**src/rtl/sap_microsequencer.sv**
```systemverilog
// sap_microsequencer
// Variable-length microcode sequencer for the SAP CPU datapath. Decodes the
// IR opcode into a registered control word, ends each instruction on its last
// micro-step, supports conditional jumps, a sticky halt and single-step mode.
// The control word lags stage_o by one cycle: each edge registers the word
// for the current stage and advances the stage at the same time.

module sap_microsequencer #(
    parameter int CW_W          = 16,
    parameter int STAGE_W       = 3,
    parameter int JUMP_ON_FLAGS = 1,
    parameter int STEP_EN       = 1
) (
    input  logic               clk,
    input  logic               rst,
    input  logic [3:0]         opcode,
    input  logic               flag_c,
    input  logic               flag_z,
    input  logic               step_mode,
    input  logic               step,
    output logic [CW_W-1:0]    out,
    output logic [STAGE_W-1:0] stage_o,
    output logic               instr_done,
    output logic               halted
);

    // Control word bits
    localparam logic [15:0] HLT        = 16'h8000;
    localparam logic [15:0] PC_INC     = 16'h4000;
    localparam logic [15:0] PC_EN      = 16'h2000;
    localparam logic [15:0] PC_LOAD    = 16'h1000;
    localparam logic [15:0] MAR_LOAD   = 16'h0800;
    localparam logic [15:0] MEM_EN     = 16'h0400;
    localparam logic [15:0] RAM_WE     = 16'h0200;
    localparam logic [15:0] IR_LOAD    = 16'h0100;
    localparam logic [15:0] IR_EN      = 16'h0080;
    localparam logic [15:0] A_LOAD     = 16'h0040;
    localparam logic [15:0] A_EN       = 16'h0020;
    localparam logic [15:0] B_LOAD     = 16'h0010;
    localparam logic [15:0] ADDER_SUB  = 16'h0008;
    localparam logic [15:0] ADDER_EN   = 16'h0004;
    localparam logic [15:0] OUT_LOAD   = 16'h0002;
    localparam logic [15:0] FLAGS_LOAD = 16'h0001;

    // Opcodes
    localparam logic [3:0] OP_LDA = 4'h0;
    localparam logic [3:0] OP_ADD = 4'h1;
    localparam logic [3:0] OP_SUB = 4'h2;
    localparam logic [3:0] OP_STA = 4'h3;
    localparam logic [3:0] OP_LDI = 4'h4;
    localparam logic [3:0] OP_JMP = 4'h5;
    localparam logic [3:0] OP_JC  = 4'h6;
    localparam logic [3:0] OP_JZ  = 4'h7;
    localparam logic [3:0] OP_OUT = 4'hE;
    localparam logic [3:0] OP_HLT = 4'hF;

    typedef enum logic {
        ST_RUN  = 1'b0,
        ST_HALT = 1'b1
    } state_t;

    state_t              r_state;
    state_t              w_nextState;
    logic [STAGE_W-1:0]  r_stage;
    logic [STAGE_W-1:0]  w_nextStage;
    logic [CW_W-1:0]     r_out;
    logic [CW_W-1:0]     w_nextOut;
    logic                r_done;
    logic                w_nextDone;

    logic [15:0]         w_word;
    logic                w_last;
    logic                w_isHlt;
    logic                w_takeC;
    logic                w_takeZ;
    logic                w_pause;

    assign w_takeC = (JUMP_ON_FLAGS != 0) && flag_c;
    assign w_takeZ = (JUMP_ON_FLAGS != 0) && flag_z;
    assign w_pause = (STEP_EN != 0) && step_mode && !step && (r_stage == '0);

    // Microcode decode: control word and last-step flag for the current stage
    always_comb begin
        w_word  = 16'h0000;
        w_last  = 1'b0;
        w_isHlt = 1'b0;
        case (r_stage)
            STAGE_W'(0): w_word = PC_EN | MAR_LOAD;
            STAGE_W'(1): w_word = PC_INC;
            STAGE_W'(2): w_word = MEM_EN | IR_LOAD;
            STAGE_W'(3): begin
                case (opcode)
                    OP_LDA, OP_ADD, OP_SUB, OP_STA: w_word = IR_EN | MAR_LOAD;
                    OP_LDI: begin
                        w_word = IR_EN | A_LOAD;
                        w_last = 1'b1;
                    end
                    OP_JMP: begin
                        w_word = IR_EN | PC_LOAD;
                        w_last = 1'b1;
                    end
                    OP_JC: begin
                        w_word = w_takeC ? (IR_EN | PC_LOAD) : 16'h0000;
                        w_last = 1'b1;
                    end
                    OP_JZ: begin
                        w_word = w_takeZ ? (IR_EN | PC_LOAD) : 16'h0000;
                        w_last = 1'b1;
                    end
                    OP_OUT: begin
                        w_word = A_EN | OUT_LOAD;
                        w_last = 1'b1;
                    end
                    OP_HLT: begin
                        w_word  = HLT;
                        w_last  = 1'b1;
                        w_isHlt = 1'b1;
                    end
                    default: w_last = 1'b1;
                endcase
            end
            STAGE_W'(4): begin
                case (opcode)
                    OP_LDA: begin
                        w_word = MEM_EN | A_LOAD;
                        w_last = 1'b1;
                    end
                    OP_ADD, OP_SUB: w_word = MEM_EN | B_LOAD;
                    OP_STA: begin
                        w_word = A_EN | RAM_WE;
                        w_last = 1'b1;
                    end
                    default: w_last = 1'b1;
                endcase
            end
            STAGE_W'(5): begin
                w_last = 1'b1;
                case (opcode)
                    OP_ADD:  w_word = ADDER_EN | A_LOAD | FLAGS_LOAD;
                    OP_SUB:  w_word = ADDER_EN | ADDER_SUB | A_LOAD | FLAGS_LOAD;
                    default: w_word = 16'h0000;
                endcase
            end
            default: w_last = 1'b1;
        endcase
    end

    // State register: halt state, stage counter and registered outputs
    always_ff @(posedge clk or posedge rst) begin
        if (rst) begin
            r_state <= ST_RUN;
            r_stage <= '0;
            r_out   <= '0;
            r_done  <= 1'b0;
        end else begin
            r_state <= w_nextState;
            r_stage <= w_nextStage;
            r_out   <= w_nextOut;
            r_done  <= w_nextDone;
        end
    end

    // Next-state logic: freeze when halted, hold at T0 while paused, wrap at the last step
    always_comb begin
        w_nextState = r_state;
        w_nextStage = r_stage;
        if (r_state == ST_HALT) begin
            w_nextStage = r_stage;
        end else if (w_pause) begin
            w_nextStage = '0;
        end else if (w_isHlt) begin
            w_nextState = ST_HALT;
            w_nextStage = r_stage;
        end else if (w_last) begin
            w_nextStage = '0;
        end else begin
            w_nextStage = r_stage + STAGE_W'(1);
        end
    end

    // Output logic: next control word and end-of-instruction strobe
    always_comb begin
        w_nextOut  = '0;
        w_nextDone = 1'b0;
        if (r_state == ST_HALT) begin
            w_nextOut = CW_W'(HLT);
        end else if (!w_pause) begin
            w_nextOut  = CW_W'(w_word);
            w_nextDone = w_last && !w_isHlt;
        end
    end

    assign out        = r_out;
    assign stage_o    = r_stage;
    assign instr_done = r_done;
    assign halted     = (r_state == ST_HALT);

endmodule

```
**config.mk**
```make
export PLATFORM = sky130hd
export DESIGN_NAME = sap_microsequencer
export DESIGN_NICKNAME = d
export VERILOG_FILES = /design/src/rtl/sap_microsequencer.sv
export SDC_FILE = /design/constraint.sdc
export NUM_CORES = 1
export LEC_CHECK = 0
export ABC_AREA = 1
export ABC_CLOCK_PERIOD_IN_PS = 1500
export BUFFER_PORTS_ARGS = -buffer_cell sky130_fd_sc_hd__buf_2
export CAP_MARGIN = 0
export CORE_ASPECT_RATIO = 1.2
export CORE_UTILIZATION = 45
export CTS_CLUSTER_DIAMETER = 40
export DETAILED_ROUTE_END_ITERATION = 16
export PLACE_DENSITY = 0.8
export SLEW_MARGIN = 25
export SYNTH_ARGS = -nofsm -noshare
export SYNTH_HDL_FRONTEND = slang
export SYNTH_SLANG_ARGS = --single-unit
```
**constraint.sdc**
```tcl
create_clock -name clk -period 1.5 [get_ports clk]
set_input_delay 0.3 -clock clk [delete_from_list [all_inputs] [get_ports clk]]
set_output_delay 0.3 -clock clk [all_outputs]
set_load 0.005 [all_outputs]
```
==> flow_summary.yaml <==
run_status:
  outcome: "completed"
logic_synthesis:
  ys_warn_count: 0
  synth.net_count: 132
  netlist_area_um2: 1032
  synth.distinct_cells: 19
  post_synth.cell_area_avg_um2: 8.823
  ys_seq_elements: 20
  synth.yosys.seq_area_share_pct: 48.48
  synthCells: 117
sta:
  final.min_clock_period_ns: 1.456
  finalCritPeriodShare_pct: 97.05
  rsz0062_at_grt: "yes"
  fmaxAchievable_ghz: 0.6869
  report.final.hold_viol_count: 0
  max_slew_margin_pct: 80.41
  maxSlewViolCount: 0
  worst_slack_ns: 0.04423
  final-setup-viol-count: 0
  worst_pin_slew_ns: 0.2938
  clock-skew-final_ns: 0.002371
finish:
  fillers: 207
  final_layout_size_suffix_gt1_share_pct: 43.95
  final_core_utilization_pct: 63.89
  instances_no_fill: 187
  layout-area-overhead-vs-synth_pct: 31.03
  final_area_um2: 1353
  nNetsFinal: 174
  antenna_cells_inserted: 0
clock_tree:
  clkSlewWorstSetupHoldPaths_ns: 0.10
  cts.htree.levels: 1
  cell_chosen_for_the_clock_root: "sky130_fd_sc_hd__clkbuf_4"
  postCtsHoldBufs: 0
  tritoncts_clock_tree: "yes"
  cts_max_path_buffers: 2
  cts.sink_count: 20
  worst_skew_pair.late_latency_ns: 0.29
  cts-buffers-inserted: 3
die:
  fp.dieArea_um2: 2490
  boundaryPins: 31
  fp.dieW_um: 45.72
  std_cell_rows: 18
  floorplan.initialDensity_pct: 48.76
  core_footprint_um2: 2117
  fp.dieH_um: 54.47
route:
  average_via_count_per_standard_cell: 4.882
  wl_um: 2221
  drtIter0Drc: 7
  postRouteAntennaNets: 0
  route.detailed.wl_per_inst_um: 11.88
  dr.pass1.iters: 4
  route.detailed.drc: 0
  vias: 913
power_and_ir_drop:
  p_leak_nw: 0.7297
  total_power_mw: 0.8433
  pwr_dens_nw_per_um2: 623.5
  ir_drop_worst_vdd_v: 0.0005180
place:
  hpwlAfterDp_um: 1641
  placement.io_buffers: 30
  globalplace.congestion: 0.8312
  placed_cells_incl_taps: 181
  place_area_um2: 1252
  dp_slack_ns: -0.02950
global_routing:
  antenna_found_initial: 0
  global_route_wire_length_before_repair_um: 3215
  first_global_vias: 819
  pin_count_of_the_biggest_net_entering_global_routing: 21
  grt.total_usage_pct: 18.84
  grt.overflow.total: 0
worst_setup_path:
  worstSetupPathType: "register to register"
  critical_path_required_ns: 1.69
  worst-path-max-fanout: 6
  setup.worst_path.end_class: "register"
  timing.critical_path.arrival_ns: 1.64
  crit_path_start_kind: "register"
min_path:
  classification_of_the_worst_slack_hold_path: "input port to async pin"
job:
  drv_cap: 0
-- placed cells by master (no fill, tap or decap), types with 2 or more instances in the layout --
cell                       Yosys  final
sky130_fd_sc_hd__nor3_1        2      2
sky130_fd_sc_hd__nor2_2        2      3
sky130_fd_sc_hd__nand3_1       5      5
sky130_fd_sc_hd__nor2_4        3      5
sky130_fd_sc_hd__nand3_2       3      3
sky130_fd_sc_hd__buf_4         1      7
sky130_fd_sc_hd__inv_1        17     15
sky130_fd_sc_hd__dfrtp_1      20     20
sky130_fd_sc_hd__nand4_1       2      2
sky130_fd_sc_hd__buf_2         0     30
sky130_fd_sc_hd__a21oi_1       6      5
sky130_fd_sc_hd__nor2_1       13     10
sky130_fd_sc_hd__ha_4          0      2
sky130_fd_sc_hd__nand2_2       5      7
sky130_fd_sc_hd__clkbuf_4      0      3
sky130_fd_sc_hd__ha_1          5      2
sky130_fd_sc_hd__inv_2         1      3
sky130_fd_sc_hd__nand2_1      28     26
-- per-stage QoR --
stage / hold WS [ns] / setup TNS, ns
4_1_cts: 0.01137 / 0
5_1_grt: 0.04486 / -0.1382
3_3_place_gp: 0.3289 / 0
3_5_place_dp: 0.3407 / -0.1010
2_1_floorplan: 0.2638 / 0
6_report: 0.004890 / 0
-- synthesized netlist by cell type --
library cell | number | area, µm²
sky130_fd_sc_hd__nand2_1 | 28 | 105.1
sky130_fd_sc_hd__dfrtp_1 | 20 | 500.5
sky130_fd_sc_hd__inv_1 | 17 | 63.81
sky130_fd_sc_hd__nor2_1 | 13 | 48.80
sky130_fd_sc_hd__a21oi_1 | 6 | 30.03
sky130_fd_sc_hd__ha_1 | 5 | 62.56
sky130_fd_sc_hd__nand2_2 | 5 | 31.28
sky130_fd_sc_hd__nand3_1 | 5 | 25.02
sky130_fd_sc_hd__nand3_2 | 3 | 30.03
sky130_fd_sc_hd__nor2_4 | 3 | 33.78
sky130_fd_sc_hd__nand4_1 | 2 | 12.51
sky130_fd_sc_hd__nor2_2 | 2 | 12.51
sky130_fd_sc_hd__nor3_1 | 2 | 10.01
sky130_fd_sc_hd__a21oi_4 | 1 | 16.27
sky130_fd_sc_hd__buf_4 | 1 | 7.510
sky130_fd_sc_hd__inv_2 | 1 | 3.750
sky130_fd_sc_hd__nand3_4 | 1 | 17.52
sky130_fd_sc_hd__o21ai_0 | 1 | 5.000
sky130_fd_sc_hd__o21ai_4 | 1 | 16.27
-- final timing paths --
check	start	endpoint	slack, ns	cells past startpoint
setup / recovery	stage_o[0]	out[8]	0.04	6
max in group asynchronous	rst	stage_o[2]	1.30	3
hold / removal	rst	out[9]	0.005	3
setup reg to reg	stage_o[0]	out[8]	0.04	6
min in group clk	opcode[0]	out[12]	0.29	3
hold reg to reg	stage_o[2]	out[14]	0.62	3
-- state kept, by name (all words and copies together) (netlist names) --
| register | cells |
|---|---|
| out | 15 |
| stage_o | 3 |
| instr_done | 1 |
| halted | 1 |
-- worst max-delay path: stages (launching register included) --
cell and delay [ns]:
sky130_fd_sc_hd__dfrtp_1 0.44, sky130_fd_sc_hd__ha_2 0.22, sky130_fd_sc_hd__ha_4 0.18, sky130_fd_sc_hd__nor2_4 0.09, sky130_fd_sc_hd__nand3_4 0.10, sky130_fd_sc_hd__o21ai_4 0.24
sky130_fd_sc_hd__nor2_1 0.08
-- power by group --
| part | total (mW) | leakage (nW) | switching, mW | internal, mW |
|---|---|---|---|---|
| combinational | 0.0585 | 0.447 | 0.0406 | 0.0180 |
| sequential | 0.539 | 0.269 | 0 | 0.539 |
| clock | 0.246 | 0.0138 | 0.152 | 0.0936 |
-- logic make-up after synthesis --
logic type | Yosys count | synth area share, %
AND/OR/NAND/NOR | 64 | 31.64
flip-flops | 20 | 48.48
buffers and inverters | 19 | 7.273
AO/OA/AOI/OAI | 9 | 6.546
adder cells (fa/ha/maj) | 5 | 6.061
-- timing repair --
action | 4_1_cts | 5_1_grt
endpoints found under the setup margin | 9 | 10
pin swaps | 1 | 3
resized for setup | 1 | 14
setup buffers | 2 | 1
-- metal layers --
| metal | vias to the layer above | routed length [µm] | share of wire [%] | global-route usage [%] |
|---|---|---|---|---|
| met5 | - | 0 | 0 | 0 |
| met4 | 0 | 59 | 2.7 | 8.333 |
| met3 | 8 | 99 | 4.5 | 3.960 |
| met2 | 35 | 1214 | 55 | 36.67 |
| met1 | 428 | 847 | 38 | 18.67 |
| li1 | 442 | - | - | - |
-- layout make-up --
cell class / count / area [µm²] / area share (%)
clock buffers: 3 / 22.52 / 1.665
inverters: 18 / 67.56 / 4.995
multi-input cells: 78 / 510.5 / 37.74
flip-flops and latches: 20 / 500.5 / 37.00
well taps: 30 / 37.54 / 2.775
repair buffers: 38 / 214.0 / 15.82
(Power assumes the default switching activity.)
